===== config.mk =====
export PLATFORM = sky130hd
export DESIGN_NAME = elevator_car_ctrl
export DESIGN_NICKNAME = d
export VERILOG_FILES = /design/src/rtl/elevator_car_ctrl.sv
export SDC_FILE = /design/constraint.sdc
export NUM_CORES = 1
export LEC_CHECK = 0
export ABC_AREA = 1
export ABC_CLOCK_PERIOD_IN_PS = 6160
export CELL_PAD_IN_SITES_DETAIL_PLACEMENT = 1
export CELL_PAD_IN_SITES_GLOBAL_PLACEMENT = 2
export CORE_ASPECT_RATIO = 0.5
export CORE_MARGIN = 4
export CORE_UTILIZATION = 32
export DETAILED_ROUTE_END_ITERATION = 6
export PLACE_DENSITY_LB_ADDON = 0.1
export SKIP_CTS_REPAIR_TIMING = 1
export SLEW_MARGIN = 20
export SYNTH_ARGS = -nofsm -noshare
export SYNTH_HDL_FRONTEND = slang
export SYNTH_SLANG_ARGS = --single-unit

===== constraint.sdc =====
create_clock -name clk -period 6.16 [get_ports clk]
set_input_delay 1.848 -clock clk [delete_from_list [all_inputs] [get_ports clk]]
set_output_delay 1.848 -clock clk [all_outputs]
set_load 0.02 [all_outputs]

===== src/rtl/elevator_car_ctrl.sv =====
// Elevator car controller: one car serving NUM_FLOORS floors.
// Decides on direction, steps between floors on a cycle timer, holds the door
// open for a dwell period, parks when idle and halts on emergency stop.
// Calls are owned by an external queue; this block only reports which floor
// has been serviced so that the queue can clear it.
module elevator_car_ctrl #(
  parameter int NUM_FLOORS   = 8,
  parameter int TICK_DIV     = 10,
  parameter int TRAVEL_TICKS = 1,
  parameter int DWELL_TICKS  = 1,
  localparam int FW          = $clog2(NUM_FLOORS)
) (
  input  logic                  clk,
  input  logic                  reset,
  input  logic [NUM_FLOORS-1:0] req_pending,
  input  logic [FW-1:0]         park_floor,
  input  logic                  park_en,
  input  logic                  hold_door,
  input  logic                  estop,
  output logic [FW-1:0]         current_floor,
  output logic                  up_ndown,
  output logic                  moving,
  output logic                  door_open,
  output logic                  serviced_valid,
  output logic [FW-1:0]         serviced_floor
);

  // Cycle budgets for one floor step and for one door dwell.
  localparam int STEP_CYCLES  = TICK_DIV * TRAVEL_TICKS;
  localparam int DWELL_CYCLES = TICK_DIV * DWELL_TICKS;
  localparam int MAX_CYCLES   = (STEP_CYCLES > DWELL_CYCLES) ? STEP_CYCLES : DWELL_CYCLES;
  localparam int TW           = $clog2(MAX_CYCLES + 1);

  localparam logic [TW-1:0] STEP_LAST  = TW'(STEP_CYCLES - 1);
  localparam logic [TW-1:0] DWELL_LAST = TW'(DWELL_CYCLES - 1);
  localparam logic [FW-1:0] TOP_FLOOR  = FW'(NUM_FLOORS - 1);
  localparam logic [FW-1:0] BOT_FLOOR  = '0;

  typedef enum logic [2:0] {
    ST_IDLE   = 3'd0,
    ST_DECIDE = 3'd1,
    ST_MOVE   = 3'd2,
    ST_DOOR   = 3'd3,
    ST_PARK   = 3'd4,
    ST_HALT   = 3'd5
  } state_t;

  state_t          state_reg, state_next;
  logic [TW-1:0]   timer_reg, timer_next;
  logic [FW-1:0]   floor_reg, floor_next;
  logic            dir_reg, dir_next;
  logic            svc_valid_reg, svc_valid_next;
  logic [FW-1:0]   svc_floor_reg, svc_floor_next;

  // Derived decision terms
  logic [NUM_FLOORS-1:0] above_vec;
  logic [NUM_FLOORS-1:0] below_vec;
  logic                  any_req;
  logic                  req_here;
  logic                  call_ahead;
  logic                  call_behind;
  logic [FW-1:0]         park_eff;
  logic                  park_up;
  logic                  move_blocked;
  logic [FW-1:0]         move_step_floor;
  logic [FW-1:0]         park_step_floor;
  logic                  req_at_move_step;
  logic                  step_due;

  // Per-floor masks of calls strictly above and strictly below the car.
  for (genvar gi = 0; gi < NUM_FLOORS; gi++) begin : g_dir_mask
    assign above_vec[gi] = req_pending[gi] && (FW'(gi) > floor_reg);
    assign below_vec[gi] = req_pending[gi] && (FW'(gi) < floor_reg);
  end

  assign any_req     = |req_pending;
  assign req_here    = req_pending[floor_reg];
  assign call_ahead  = dir_reg ? (|above_vec) : (|below_vec);
  assign call_behind = dir_reg ? (|below_vec) : (|above_vec);

  // Out-of-range park requests are clamped to the top floor.
  assign park_eff = ({1'b0, park_floor} > {1'b0, TOP_FLOOR}) ? TOP_FLOOR : park_floor;
  assign park_up  = (park_eff > floor_reg);

  // A move that would leave the shaft is refused; the car re-decides instead.
  assign move_blocked    = dir_reg ? (floor_reg == TOP_FLOOR) : (floor_reg == BOT_FLOOR);
  assign move_step_floor = dir_reg ? (floor_reg + FW'(1)) : (floor_reg - FW'(1));
  assign park_step_floor = park_up ? (floor_reg + FW'(1)) : (floor_reg - FW'(1));
  assign req_at_move_step = req_pending[move_step_floor];
  assign step_due        = (timer_reg == STEP_LAST);

  // Next-state, timer and datapath decisions for every state.
  always_comb begin
    state_next     = state_reg;
    timer_next     = timer_reg;
    floor_next     = floor_reg;
    dir_next       = dir_reg;
    svc_valid_next = 1'b0;
    svc_floor_next = svc_floor_reg;

    if (estop) begin
      // Emergency stop wins over everything, including a step due this edge.
      state_next = ST_HALT;
      timer_next = '0;
    end else begin
      unique case (state_reg)
        ST_IDLE: begin
          timer_next = '0;
          if (any_req) begin
            state_next = ST_DECIDE;
          end else if (park_en && (floor_reg != park_eff)) begin
            state_next = ST_PARK;
            dir_next   = park_up;
          end
        end

        ST_DECIDE: begin
          timer_next = '0;
          if (req_here) begin
            state_next     = ST_DOOR;
            svc_valid_next = 1'b1;
            svc_floor_next = floor_reg;
          end else if (call_ahead) begin
            state_next = ST_MOVE;
          end else if (call_behind) begin
            state_next = ST_MOVE;
            dir_next   = ~dir_reg;
          end else begin
            state_next = ST_IDLE;
          end
        end

        ST_MOVE: begin
          if (move_blocked) begin
            state_next = ST_DECIDE;
            timer_next = '0;
          end else if (step_due) begin
            floor_next = move_step_floor;
            timer_next = '0;
            if (req_at_move_step || (move_step_floor == BOT_FLOOR) ||
                (move_step_floor == TOP_FLOOR)) begin
              state_next = ST_DECIDE;
            end
          end else begin
            timer_next = timer_reg + TW'(1);
          end
        end

        ST_PARK: begin
          if (floor_reg == park_eff) begin
            // Park target moved onto the car while travelling.
            state_next = ST_IDLE;
            timer_next = '0;
          end else if (step_due) begin
            floor_next = park_step_floor;
            dir_next   = park_up;
            timer_next = '0;
            if (any_req) begin
              state_next = ST_DECIDE;
            end else if (park_step_floor == park_eff) begin
              state_next = ST_IDLE;
            end
          end else begin
            timer_next = timer_reg + TW'(1);
          end
        end

        ST_DOOR: begin
          if (hold_door) begin
            timer_next = '0;
          end else if (timer_reg == DWELL_LAST) begin
            timer_next = '0;
            state_next = any_req ? ST_DECIDE : ST_IDLE;
          end else begin
            timer_next = timer_reg + TW'(1);
          end
        end

        ST_HALT: begin
          timer_next = '0;
          state_next = ST_IDLE;
        end

        default: begin
          state_next = ST_IDLE;
          timer_next = '0;
        end
      endcase
    end
  end

  // State and datapath registers; reset takes effect without a clock edge.
  always_ff @(posedge clk or posedge reset) begin
    if (reset) begin
      state_reg     <= ST_IDLE;
      timer_reg     <= '0;
      floor_reg     <= '0;
      dir_reg       <= 1'b1;
      svc_valid_reg <= 1'b0;
      svc_floor_reg <= '0;
    end else begin
      state_reg     <= state_next;
      timer_reg     <= timer_next;
      floor_reg     <= floor_next;
      dir_reg       <= dir_next;
      svc_valid_reg <= svc_valid_next;
      svc_floor_reg <= svc_floor_next;
    end
  end

  assign current_floor  = floor_reg;
  assign up_ndown       = dir_reg;
  assign moving         = (state_reg == ST_MOVE) || (state_reg == ST_PARK);
  assign door_open      = (state_reg == ST_DOOR);
  assign serviced_valid = svc_valid_reg;
  assign serviced_floor = svc_floor_reg;

endmodule


Yosys cells after proc, flatten, opt, wreduce, memory -nomap -nowiden
Cells that the tools add are included.
- register bits after elaboration: 15
- output and inout bits: 10
- add/sub/neg operators: 3
- bitwise logic cells: 2
- equality and inequality tests: 26
- reductions and logical operators: 32
- magnitude comparators: 19
- muxes and demuxes: 48
- operators with widths (kind ; number):
    $mux W3 ; 18
    $reduce_or A8 Y1 ; 3
    $mux W4 ; 5
    $ne A2 B2 Y1 const B ; 9
    $logic_and A1 B1 Y1 ; 17
    $mux W1 ; 16
    $ne A4 B4 Y1 const B ; 4
    $pmux W3 S5 ; 1
    $gt A3 B3 Y1 const A ; 4
    $lt A3 B3 Y1 const A ; 4
    $pmux W4 S3 ; 1
    $eq A3 B3 Y1 const B ; 3
    $logic_not A3 Y1 ; 3
    $reduce_and A9 Y1 ; 1
    $lt A3 B4 Y1 const B ; 2
    $reduce_and A7 Y1 ; 1
    $bmux W1 S3 ; 2
    $eq A3 B2 Y1 const B ; 2
    $eq A3 B3 Y1 ; 2
    $gt A1 B3 Y1 const A ; 2
    $gt A2 B3 Y1 const A ; 2
    $lt A1 B3 Y1 const A ; 2
    $lt A2 B3 Y1 const A ; 2
    $mux W2 ; 3
    18 further kinds ; 21

Longest topological paths before layout
Gate-level depths: netlist (run 1).
- word-level depth: 11
- depth in mapped cells: 15

Least setup slack after synthesis (run 1)
Ideal clock, no wire load.
- kind: input-to-reg
- start: input park_floor[2]
- end: register state_reg[1]
- library setup time: 0.120 ns
- required time: 6.040 ns
- path slack: 3.000 ns
- stages on the path: 11
- arrival time: 3.040 ns
- path through: ha_1 a21oi_1 nand2_1 nand2_2 nand2_1 nand3b_1 nand2_1 o21bai_4 nand2_1 nand2_1 nand2_1
- longest elaborated chain between the ends: 5
- RTL lines (item ; line ; source):
    from (decl) ; 16 ; input logic [FW-1:0] park_floor,
    $gt A3 B3 Y1 ; 83 ; assign park_up = (park_eff > floor_reg);
    $mux W3 ; 88 ; assign park_step_floor = park_up ? (floor_reg + FW'(1)) : (floor_reg - FW'(1));
    $eq A3 B3 Y1 ; 160 ; end else if (park_step_floor == park_eff) begin
    $ne A5 B5 Y1 (no source line) ; - ;
    $reduce_and A7 Y1 (no source line) ; - ;
    to (signal assigned) ; 202 ; state_reg <= state_next;
    to (decl) ; 48 ; state_t state_reg, state_next;
Parallel ways exist; a longest one is shown, timed or not.
A chain may end at the register's enable or synchronous reset.

Worst setup path after layout (run 1)
- start: register state_reg[1]
- end: output moving
- longest elaborated chain between the ends: 2
- RTL lines (item ; line ; source):
    $eq A3 B2 Y1 or $eq A3 B3 Y1 (tied branches) ; 213 ; assign moving = (state_reg == ST_MOVE) || (state_reg == ST_PARK);
    $logic_or A1 B1 Y1 * ; 213 ;
    to (decl) ; 22 ; output logic moving,
Mark *: on every way between the ends. The rest lies on a longest branch, timed or not.

==> flow_summary_export.csv, run 1 <==
group,metric,value,unit
yosys,synth_cell_type_count,32,
power_and_ir_drop,ir_drop,147,uV
die,die_y,57.8,um
routing,viasPerCell,4.94,
timing,final-setup-viol-count,0,
grt,grt_util_all_layers,16.5,%
critical_path,crit_fanout,7,
placed_design,dp.cells,316,
critical_path,path_class,"reg2out",
timing,rsz0062_at_grt,"false",
grt,grt_max_degree,17,
run,maxCapViolCount,0,
timing,slew_violations,0,
yosys,async_flop_share,100,%
die,row_count,17,
grt,antenna_found_initial,0,
yosys,syn_nets,255,
timing,clock_skew,1.43,ps
critical_path,cp-end-kind,"primary output",
timing,period_share,60.2,%
placed_design,io_buffers,25,
placed_design,postPlaceCellArea,0.00189,sq mm
timing,period_needed,3710,ps
critical_path,cp.arrival,1860,ps
critical_path,crit_required,4310,ps
final_layout,drive_above_1_share,17.7,%
yosys,avgSynthCellArea,6.97,sq um
power_and_ir_drop,power_leakage,0.902,nW
final_layout,nNetsFinal,282,
yosys,synth_area,0.00159,sq mm
min_path,worst_hold_path_type,"reg2reg",
cts,cts.sinks,15,
grt,grt_pass1_wl,8120,um
final_layout,final_cells,320,
routing,wl_per_cell,15.1,um
yosys,ys_seq_elements,15,
cts,clk_latency,250,ps
yosys,synth_top_cell_by_area,"dfrtp_1",
routing,drt-total-wl,4820,um
timing,hold_violations,0,
final_layout,largest_reg_flops,4,
die,dieArea,0.00623,sq mm
routing,drtAntennaViolNets,0,
die,core_area,0.00459,sq mm
timing,relSlewSlack,55.4,%
timing,finalSetupTns,0,ps
cts,cts-root-buf,"clkbuf_8",
placed_design,place_congestion,0.802,
die,ios,26,
timing,clock.fmax,0.270,GHz
die,die_w,108,um
run_status,status,"completed",
yosys,ys_top_cells_by_area,"dfrtp_1 22%, nand2_1 14%, ha_1 8.7%, nand3_1 6.0%, nand3_2 5.0%",
yosys,seq_area_frac_synth,23.7,%
placed_design,dp_hpwl,3940,um
yosys,synth_flop_cell,"dfrtp_1",
yosys,synth_edf_count,0,
routing,vias,1582,
grt,grt-ovfl-total,0,
final_layout,fillers,608,
routing,route.detailed.drc,0,
final_layout,synthToLayoutAreaGrowth,22.0,%
final_layout,final_area,0.00194,sq mm
timing,tightest_slew,670,ps
cts,cts_buffer_depth,2,
yosys,ys_warn_count,0,
grt,grt_pass1_vias,1600,
die,initial_core_util,34.6,%
final_layout,num_antenna_cells,0,
cts,h-tree-depth,1,
cts,cts_made_buffers,3,
power_and_ir_drop,powerDensity,236,mW/mm^2
yosys,synthCells,228,
cts,clk_pin_slew,60,ps
routing,drtIter0Drc,63,
cts,tritoncts,"done",
yosys,synth.top_cell.area_share,22.0,%
critical_path,start_kind,"register",
routing,dr.pass1.iters,4,
==> critical path, stage by stage, from the launching register on <==
cell and delay [ps]:
dfrtp_1 460, nor2_2 220, nand2_2 170, o21ai_0 120, clkdlybuf4s50_1 630
==> stage by stage <==
stage	hold WS [ps]	power, mW	util, %	setup WS, ps
after global placement	485	0.375	41.2	2430
after detailed placement	493	0.378	41.2	2370
after global routing	549	0.493	42.2	2350
after floorplan	460	0.293	-	3000
final	496	0.457	42.2	2450
after CTS	501	0.460	42.2	2450
==> layout by cell type, fill, tap and decap left out, types with 4 or more instances in the layout <==
cell type and n:
a21oi_1 10, clkdlybuf4s50_1 25, dfrtp_1 14, ha_1 11
inv_1 20, inv_2 8, nand2_1 59, nand2_2 6
nand3_1 19, nand3_2 8, nand3b_1 4, nand4_1 6
nor2_1 19, nor2_2 5, o21ai_0 9
==> logic make-up (layout without fill, tap and decap cells) <==
| logic type | Yosys count | in the layout | synth area share [%] |
|---|---|---|---|
| XOR/XNOR | 3 | 3 | 1.65 |
| flip-flops | 15 | 15 | 23.7 |
| buffers and inverters | 32 | 58 | 8.90 |
| AO/OA/AOI/OAI | 36 | 36 | 15.5 |
| AND/OR/NAND/NOR | 131 | 131 | 41.6 |
| adder cells (fa/ha/maj) | 11 | 11 | 8.66 |
==> routing by layer <==
| layer | GRT usage [%] | vias up | share of wire, % |
|---|---|---|---|
| met5 | 0 | - | 0 |
| met4 | 2.16 | 0 | 0.48 |
| met3 | 2.67 | 4 | 2.6 |
| met2 | 27.0 | 18 | 44 |
| met1 | 23.7 | 753 | 53 |
| li1 | - | 807 | - |
==> where the power goes <==
group	internal, mW	switching (mW)	total (mW)
sequential	0.118	0.0235	0.142
clock	0.0448	0.0356	0.0804
combinational	0.0873	0.148	0.235
==> cell usage after synthesis (4+ instances only) <==
cell type,number
nand3b_1,4
o21ai_0,9
nor2_2,5
nand3_2,8
nand2_2,6
a21oi_1,10
nand4_1,6
nand3_1,19
nor2_1,19
inv_1,20
inv_2,8
ha_1,11
nand2_1,59
dfrtp_1,14
==> layout make-up <==
class	instances	area, sq um	share of cell area [%]
timing repair buffer	25	250	12.9
sequential	15	377	19.4
clock inverter	1	5.00	0.258
multi-input combinational	181	1070	55.3
clock buffer	3	41.3	2.13
tap	66	82.6	4.26
inverter	29	111	5.75
==> final timing paths <==
path	from	end	slack (ps)	cells past startpoint
worst min-delay path	timer_reg[0]	timer_reg[0]	500	1
max in group asynchronous	reset	up_ndown	3840	2
worst max register to register	current_floor[0]	state_reg[2]	3510	14
worst min register to register	timer_reg[0]	timer_reg[0]	500	1
min in group asynchronous	reset	timer_reg[2]	1950	2
worst max-delay path	state_reg[1]	moving	2450	4
No activity file was read; power rests on OpenSTA's default activity.
==> run 2: changes to the inputs <==
--- a/config.mk
+++ b/config.mk
@@ -6,12 +6,12 @@
 export NUM_CORES = 1
 export LEC_CHECK = 0
 export ABC_AREA = 1
-export ABC_CLOCK_PERIOD_IN_PS = 6160
+export ABC_CLOCK_PERIOD_IN_PS = 3000
 export CELL_PAD_IN_SITES_DETAIL_PLACEMENT = 1
 export CELL_PAD_IN_SITES_GLOBAL_PLACEMENT = 2
 export CORE_ASPECT_RATIO = 0.5
 export CORE_MARGIN = 4
-export CORE_UTILIZATION = 32
+export CORE_UTILIZATION = 27
 export DETAILED_ROUTE_END_ITERATION = 6
 export PLACE_DENSITY_LB_ADDON = 0.1
 export SKIP_CTS_REPAIR_TIMING = 1
==> constraint.sdc (replaced) <==
create_clock -name clk -period 3 [get_ports clk]
set_input_delay 0.9 -clock clk [delete_from_list [all_inputs] [get_ports clk]]
set_output_delay 0.9 -clock clk [all_outputs]
set_load 0.02 [all_outputs]
==> flow_summary_export.csv, run 2 (synthesized netlist as in run 1, its figures left out) <==
group,metric,value,unit
final_layout,layout.area.seq,377,sq um
placed_design,dp_hpwl,4190,um
timing,slew_violations,0,
cts,clk_pin_slew,50,ps
grt,grt_max_degree,16,
critical_path,path_delay_family,"buffers and inverters",
die,die_w,116,um
grt,grt_pass1_wl,8520,um
cts,cts_buffer_depth,2,
timing,clock.fmax,0.366,GHz
final_layout,layout_commonest_cell,"nand2_1",
placed_design,io_buffers,25,
timing,finalSetupTns,0,ps
timing,final_critical_path_setup_slack,271,ps
placed_design,place_congestion,0.863,
critical_path,start_kind,"register",
run,maxCapViolCount,0,
power_and_ir_drop,ir_drop,290,uV
timing,period_share,91.0,%
critical_path,crit_required,2100,ps
power_and_ir_drop,powerDensity,514,mW/mm^2
critical_path,critPathBufInv,1,
routing,route.detailed.drc,0,
routing,drtAntennaViolNets,0,
timing,tightest_slew,585,ps
final_layout,multi_input_area,0.00107,sq mm
cts,clk_latency,240,ps
die,dieArea,0.00725,sq mm
critical_path,cp.arrival,1830,ps
grt,grt_util_all_layers,14.8,%
cts,cts.sinks,15,
final_layout,fin_util,36.0,%
grt,antenna_found_initial,0,
routing,drt-total-wl,5120,um
timing,clock_skew,1.17,ps
timing,relSlewSlack,61.0,%
run_status,status,"completed",
critical_path,critPathMaxStageDelay,630,ps
final_layout,final_area,0.00201,sq mm
die,ios,26,
critical_path,crit_fanout,7,
die,initial_core_util,28.4,%
min_path,worst_hold_path_type,"reg2reg",
cts,tritoncts,"done",
final_layout,layout_common_cells,"59 x nand2_1, 25 x clkdlybuf4s50_1, 20 x inv_1",
placed_design,place_ws,141,ps
critical_path,cp-end-kind,"primary output",
die,die_y,62.2,um
cts,cts-root-buf,"clkbuf_16",
routing,drtIter0Drc,47,
critical_path,path_class,"reg2out",
timing,hold_violations,0,
power_and_ir_drop,netSwitchingFraction,41.9,%
routing,dr.pass1.iters,4,
final_layout,nNetsFinal,286,
final_layout,synthToLayoutAreaGrowth,26.5,%
power_and_ir_drop,power,1.03,mW
power_and_ir_drop,p_int,0.601,mW
critical_path,slowest_stage,"clkdlybuf4s50_1",
power_and_ir_drop,p_seq_share,28.2,%
grt,grt_pass1_vias,1696,
power_and_ir_drop,switchingPower,0.433,mW
timing,period_needed,2730,ps
final_layout,num_antenna_cells,0,
placed_design,postPlaceCellArea,0.00193,sq mm
routing,wl_per_cell,15.5,um
cts,cts_made_buffers,3,
critical_path,crit_chain,"nor2_2 > nand2_2 > o21ai_0 > clkdlybuf4s50_1",
power_and_ir_drop,combPwrFrac,46.6,%
die,core_area,0.00559,sq mm
power_and_ir_drop,power_leakage,0.936,nW
power_and_ir_drop,p_clk_share,25.1,%
routing,vias,1619,
cts,h-tree-depth,1,
final_layout,drive_above_1_share,19.0,%
timing,rsz0062_at_grt,"false",
final_layout,largest_reg_flops,4,
die,row_count,19,
routing,viasPerCell,4.89,
timing,final-setup-viol-count,0,
grt,grt-ovfl-total,0,
final_layout,fillers,723,
[run 2: changes by cell type in the layout (fill, tap and decap cells not counted), sizes merged]
cell / change
buf: +4
[run 2: path summary, 6_finish.rpt]
check / from / endpoint / slack [ps] / cells past startpoint
max: state_reg[1] / moving / 270 / 4
min: timer_reg[0] / timer_reg[0] / 500 / 1
max reg2reg: current_floor[0] / state_reg[1] / 500 / 13
min reg2reg: timer_reg[0] / timer_reg[0] / 500 / 1
max in group asynchronous: reset / serviced_floor[2] / 1600 / 2
min in group asynchronous: reset / timer_reg[3] / 1020 / 2
[run 2: power groups by stage]
| stage | Clock (mW) | Combinational, mW | Sequential (mW) |
|---|---|---|---|
| CTS | 0.268 | 0.485 | 0.293 |
| global route | 0.284 | 0.539 | 0.301 |
| detailed placement | 0 | 0.483 | 0.294 |
| global placement | 0 | 0.481 | 0.294 |
| finish | 0.260 | 0.482 | 0.292 |
| floorplan | 0 | 0.297 | 0.305 |
[run 2: through the flow]
step,hold WS (ps),instances
after floorplan,460,228
after global placement,490,327
after detailed placement,500,327
after CTS,507,331
after global routing,546,331
final,500,331
[run 2: worst reg2reg max path, stage by stage (launching register included)]
cell      delay, ps
dfrtp_1         530
buf_4           260
ha_1            210
ha_1            280
inv_1            60
nand2_1          80
a21boi_1        280
nand3_1         120
nand2_1         130
nand2_1          80
a21oi_2         170
nand2_1         100
nand2_1          70
nand2_1          40
[run 2: final cells by class]
type	instances	share of cell area, %
multi-input cells	181	53.3
flip-flops and latches	15	18.7
repair buffers	29	13.9
inverters	29	5.54
well taps	73	4.54
clock buffers	3	3.73
clock inverters	1	0.249
[run 2: metal layers]
layer  part of all wire, %  vias to the layer above  track usage (%)
li1                      -                      815                -
met1                    51                      783             21.4
met2                    45                       21             24.4
met3                   3.9                        0             2.33
met4                     0                        0            0.434
met5                     0                        -                0
==> run 3: changes to the inputs <==
--- a/config.mk
+++ b/config.mk
@@ -9,7 +9,7 @@
 export ABC_CLOCK_PERIOD_IN_PS = 3000
 export CELL_PAD_IN_SITES_DETAIL_PLACEMENT = 1
 export CELL_PAD_IN_SITES_GLOBAL_PLACEMENT = 2
-export CORE_ASPECT_RATIO = 0.5
+export CORE_ASPECT_RATIO = 0.8
 export CORE_MARGIN = 4
 export CORE_UTILIZATION = 27
 export DETAILED_ROUTE_END_ITERATION = 6
==> flow_summary_export.csv, run 3 (synthesized netlist as in run 1, its figures left out) <==
group,metric,value,unit
grt,grt_util_all_layers,14.4,%
cts,cts_buffer_depth,2,
final_layout,num_antenna_cells,0,
min_path,whs_path_depth,1,
routing,viasPerCell,4.70,
grt,grt-ovfl-total,0,
timing,clock.fmax,0.367,GHz
cts,tritoncts,"done",
grt,antenna_found_initial,0,
timing,clock_skew,2.14,ps
final_layout,nNetsFinal,285,
die,core_area,0.00559,sq mm
cts,clk_pin_slew,60,ps
critical_path,start_kind,"register",
grt,grt_max_degree,16,
timing,relSlewSlack,60.8,%
timing,period_needed,2730,ps
power_and_ir_drop,p_clk_share,17.6,%
critical_path,crit_chain,"nor2_2 > nand2_2 > o21ai_0 > clkdlybuf4s50_1",
timing,tightest_slew,587,ps
die,dieArea,0.00718,sq mm
critical_path,critPathMaxStageDelay,630,ps
power_and_ir_drop,ir_drop,178,uV
cts,clk_latency,250,ps
timing,rsz0062_at_grt,"false",
cts,cts-root-buf,"clkbuf_8",
power_and_ir_drop,combPwrFrac,51.0,%
final_layout,drive_above_1_share,18.7,%
timing,slew_violations,0,
critical_path,slowest_stage,"clkdlybuf4s50_1",
power_and_ir_drop,p_int,0.514,mW
min_path,hp-start,"timer_reg[0]",
timing,period_share,90.9,%
grt,top_usage_layer,"met1",
cts,cts_made_buffers,3,
routing,vias,1573,
power_and_ir_drop,power,0.942,mW
grt,use_met1,22.8,%
final_layout,synthToLayoutAreaGrowth,24.3,%
critical_path,crit_fanout,7,
critical_path,r2r_slack,670,ps
critical_path,cp-end-kind,"primary output",
routing,wl_per_cell,14.8,um
power_and_ir_drop,switchingPower,0.428,mW
grt,grt_pass1_vias,1570,
die,ios,26,
timing,finalSetupTns,0,ps
run,maxCapViolCount,0,
critical_path,crit_required,2100,ps
routing,drt-total-wl,4970,um
cts,cts.sinks,15,
min_path,hold_end,"timer_reg[0]",
final_layout,layout_common_cells,"59 x nand2_1, 25 x clkdlybuf4s50_1, 20 x inv_1",
final_layout,final_cells,335,
final_layout,layout_commonest_cell,"nand2_1",
critical_path,cp.arrival,1830,ps
routing,dr.pass1.iters,4,
grt,grtUsageMet2,20.7,%
die,die_y,76.6,um
critical_path,regToRegEndpoint,"state_reg[1]",
power_and_ir_drop,netSwitchingFraction,45.4,%
grt,use_met3,2.17,%
run_status,status,"completed",
critical_path,r2r-start,"current_floor[0]",
placed_design,place_congestion,0.774,
power_and_ir_drop,power_leakage,0.914,nW
placed_design,dp.cells,331,
die,initial_core_util,28.4,%
die,die_w,93.8,um
min_path,worst_hold_path_type,"reg2reg",
placed_design,io_buffers,25,
critical_path,worstSetupStartpoint,"state_reg[1]",
final_layout,fillers,742,
power_and_ir_drop,powerDensity,477,mW/mm^2
critical_path,path_class,"reg2out",
final_layout,largest_reg_flops,4,
placed_design,dp_hpwl,4030,um
cts,h-tree-depth,1,
routing,drtIter0Drc,56,
routing,drtAntennaViolNets,0,
power_and_ir_drop,p_seq_share,31.4,%
timing,final-setup-viol-count,0,
routing,route.detailed.drc,0,
die,row_count,24,
timing,hold_violations,0,
grt,grt_pass1_wl,8310,um
critical_path,r2r_cells,14,
[run 3: cell count changes in the layout (fill, tap and decap cells not counted)]
cell,change
clkbuf_8,+3
clkbuf_16,-3
buf_4,-1
[run 3: critical path: cells and delay by family (launching register included)]
| kind | cells | cell delay, ps |
|---|---|---|
| buffers and inverters | 1 | 630 |
| flip-flops | 1 | 460 |
| AND/OR/NAND/NOR | 2 | 390 |
| AO/OA/AOI/OAI | 1 | 110 |
[run 3: area by class of cell]
type,instances,area (sq um),share of cell area (%)
Clock buffer,3,41.3,2.09
Multi-Input combinational cell,181,1070,54.2
Clock inverter,1,5.00,0.253
Inverter,29,111,5.64
Tap cell,78,97.6,4.94
Sequential cell,15,377,19.1
Timing Repair Buffer,28,273,13.8
[run 3: how the worst max path moves through the flow]
stage,to,slack (ps),cells after the start
6_report,moving,270,4
4_1_cts,moving,270,4
5_1_grt,state_reg[1],130,12
3_3_place_gp,state_reg[1],200,12
3_5_place_dp,state_reg[1],150,12
2_1_floorplan,state_reg[1],790,11
[run 3: metrics by stage]
stage | area, sq um | hold slack, ps | util (%) | worst slack [ps]
3_3_place_gp | 1930 | 490 | 34.5 | 197
6_report | 1980 | 508 | 35.4 | 273
3_5_place_dp | 1930 | 496 | 34.5 | 154
4_1_cts | 1980 | 501 | 35.4 | 271
2_1_floorplan | 1590 | 460 | - | 788
5_1_grt | 1980 | 533 | 35.4 | 126
[run 3: metal layers]
metal | wire, um | vias to the layer above
li1 | - | 816
met1 | 2690 | 729
met2 | 2080 | 26
met3 | 178 | 2
met4 | 21 | 0
met5 | 0 | -
[run 3: power by group through the flow]
stage	combinational [mW]	sequential (mW)	clock [mW]
floorplan	0.297	0.305	0
global route	0.540	0.304	0.179
finish	0.480	0.296	0.165
CTS	0.483	0.296	0.172
detailed placement	0.480	0.299	0
global placement	0.482	0.299	0
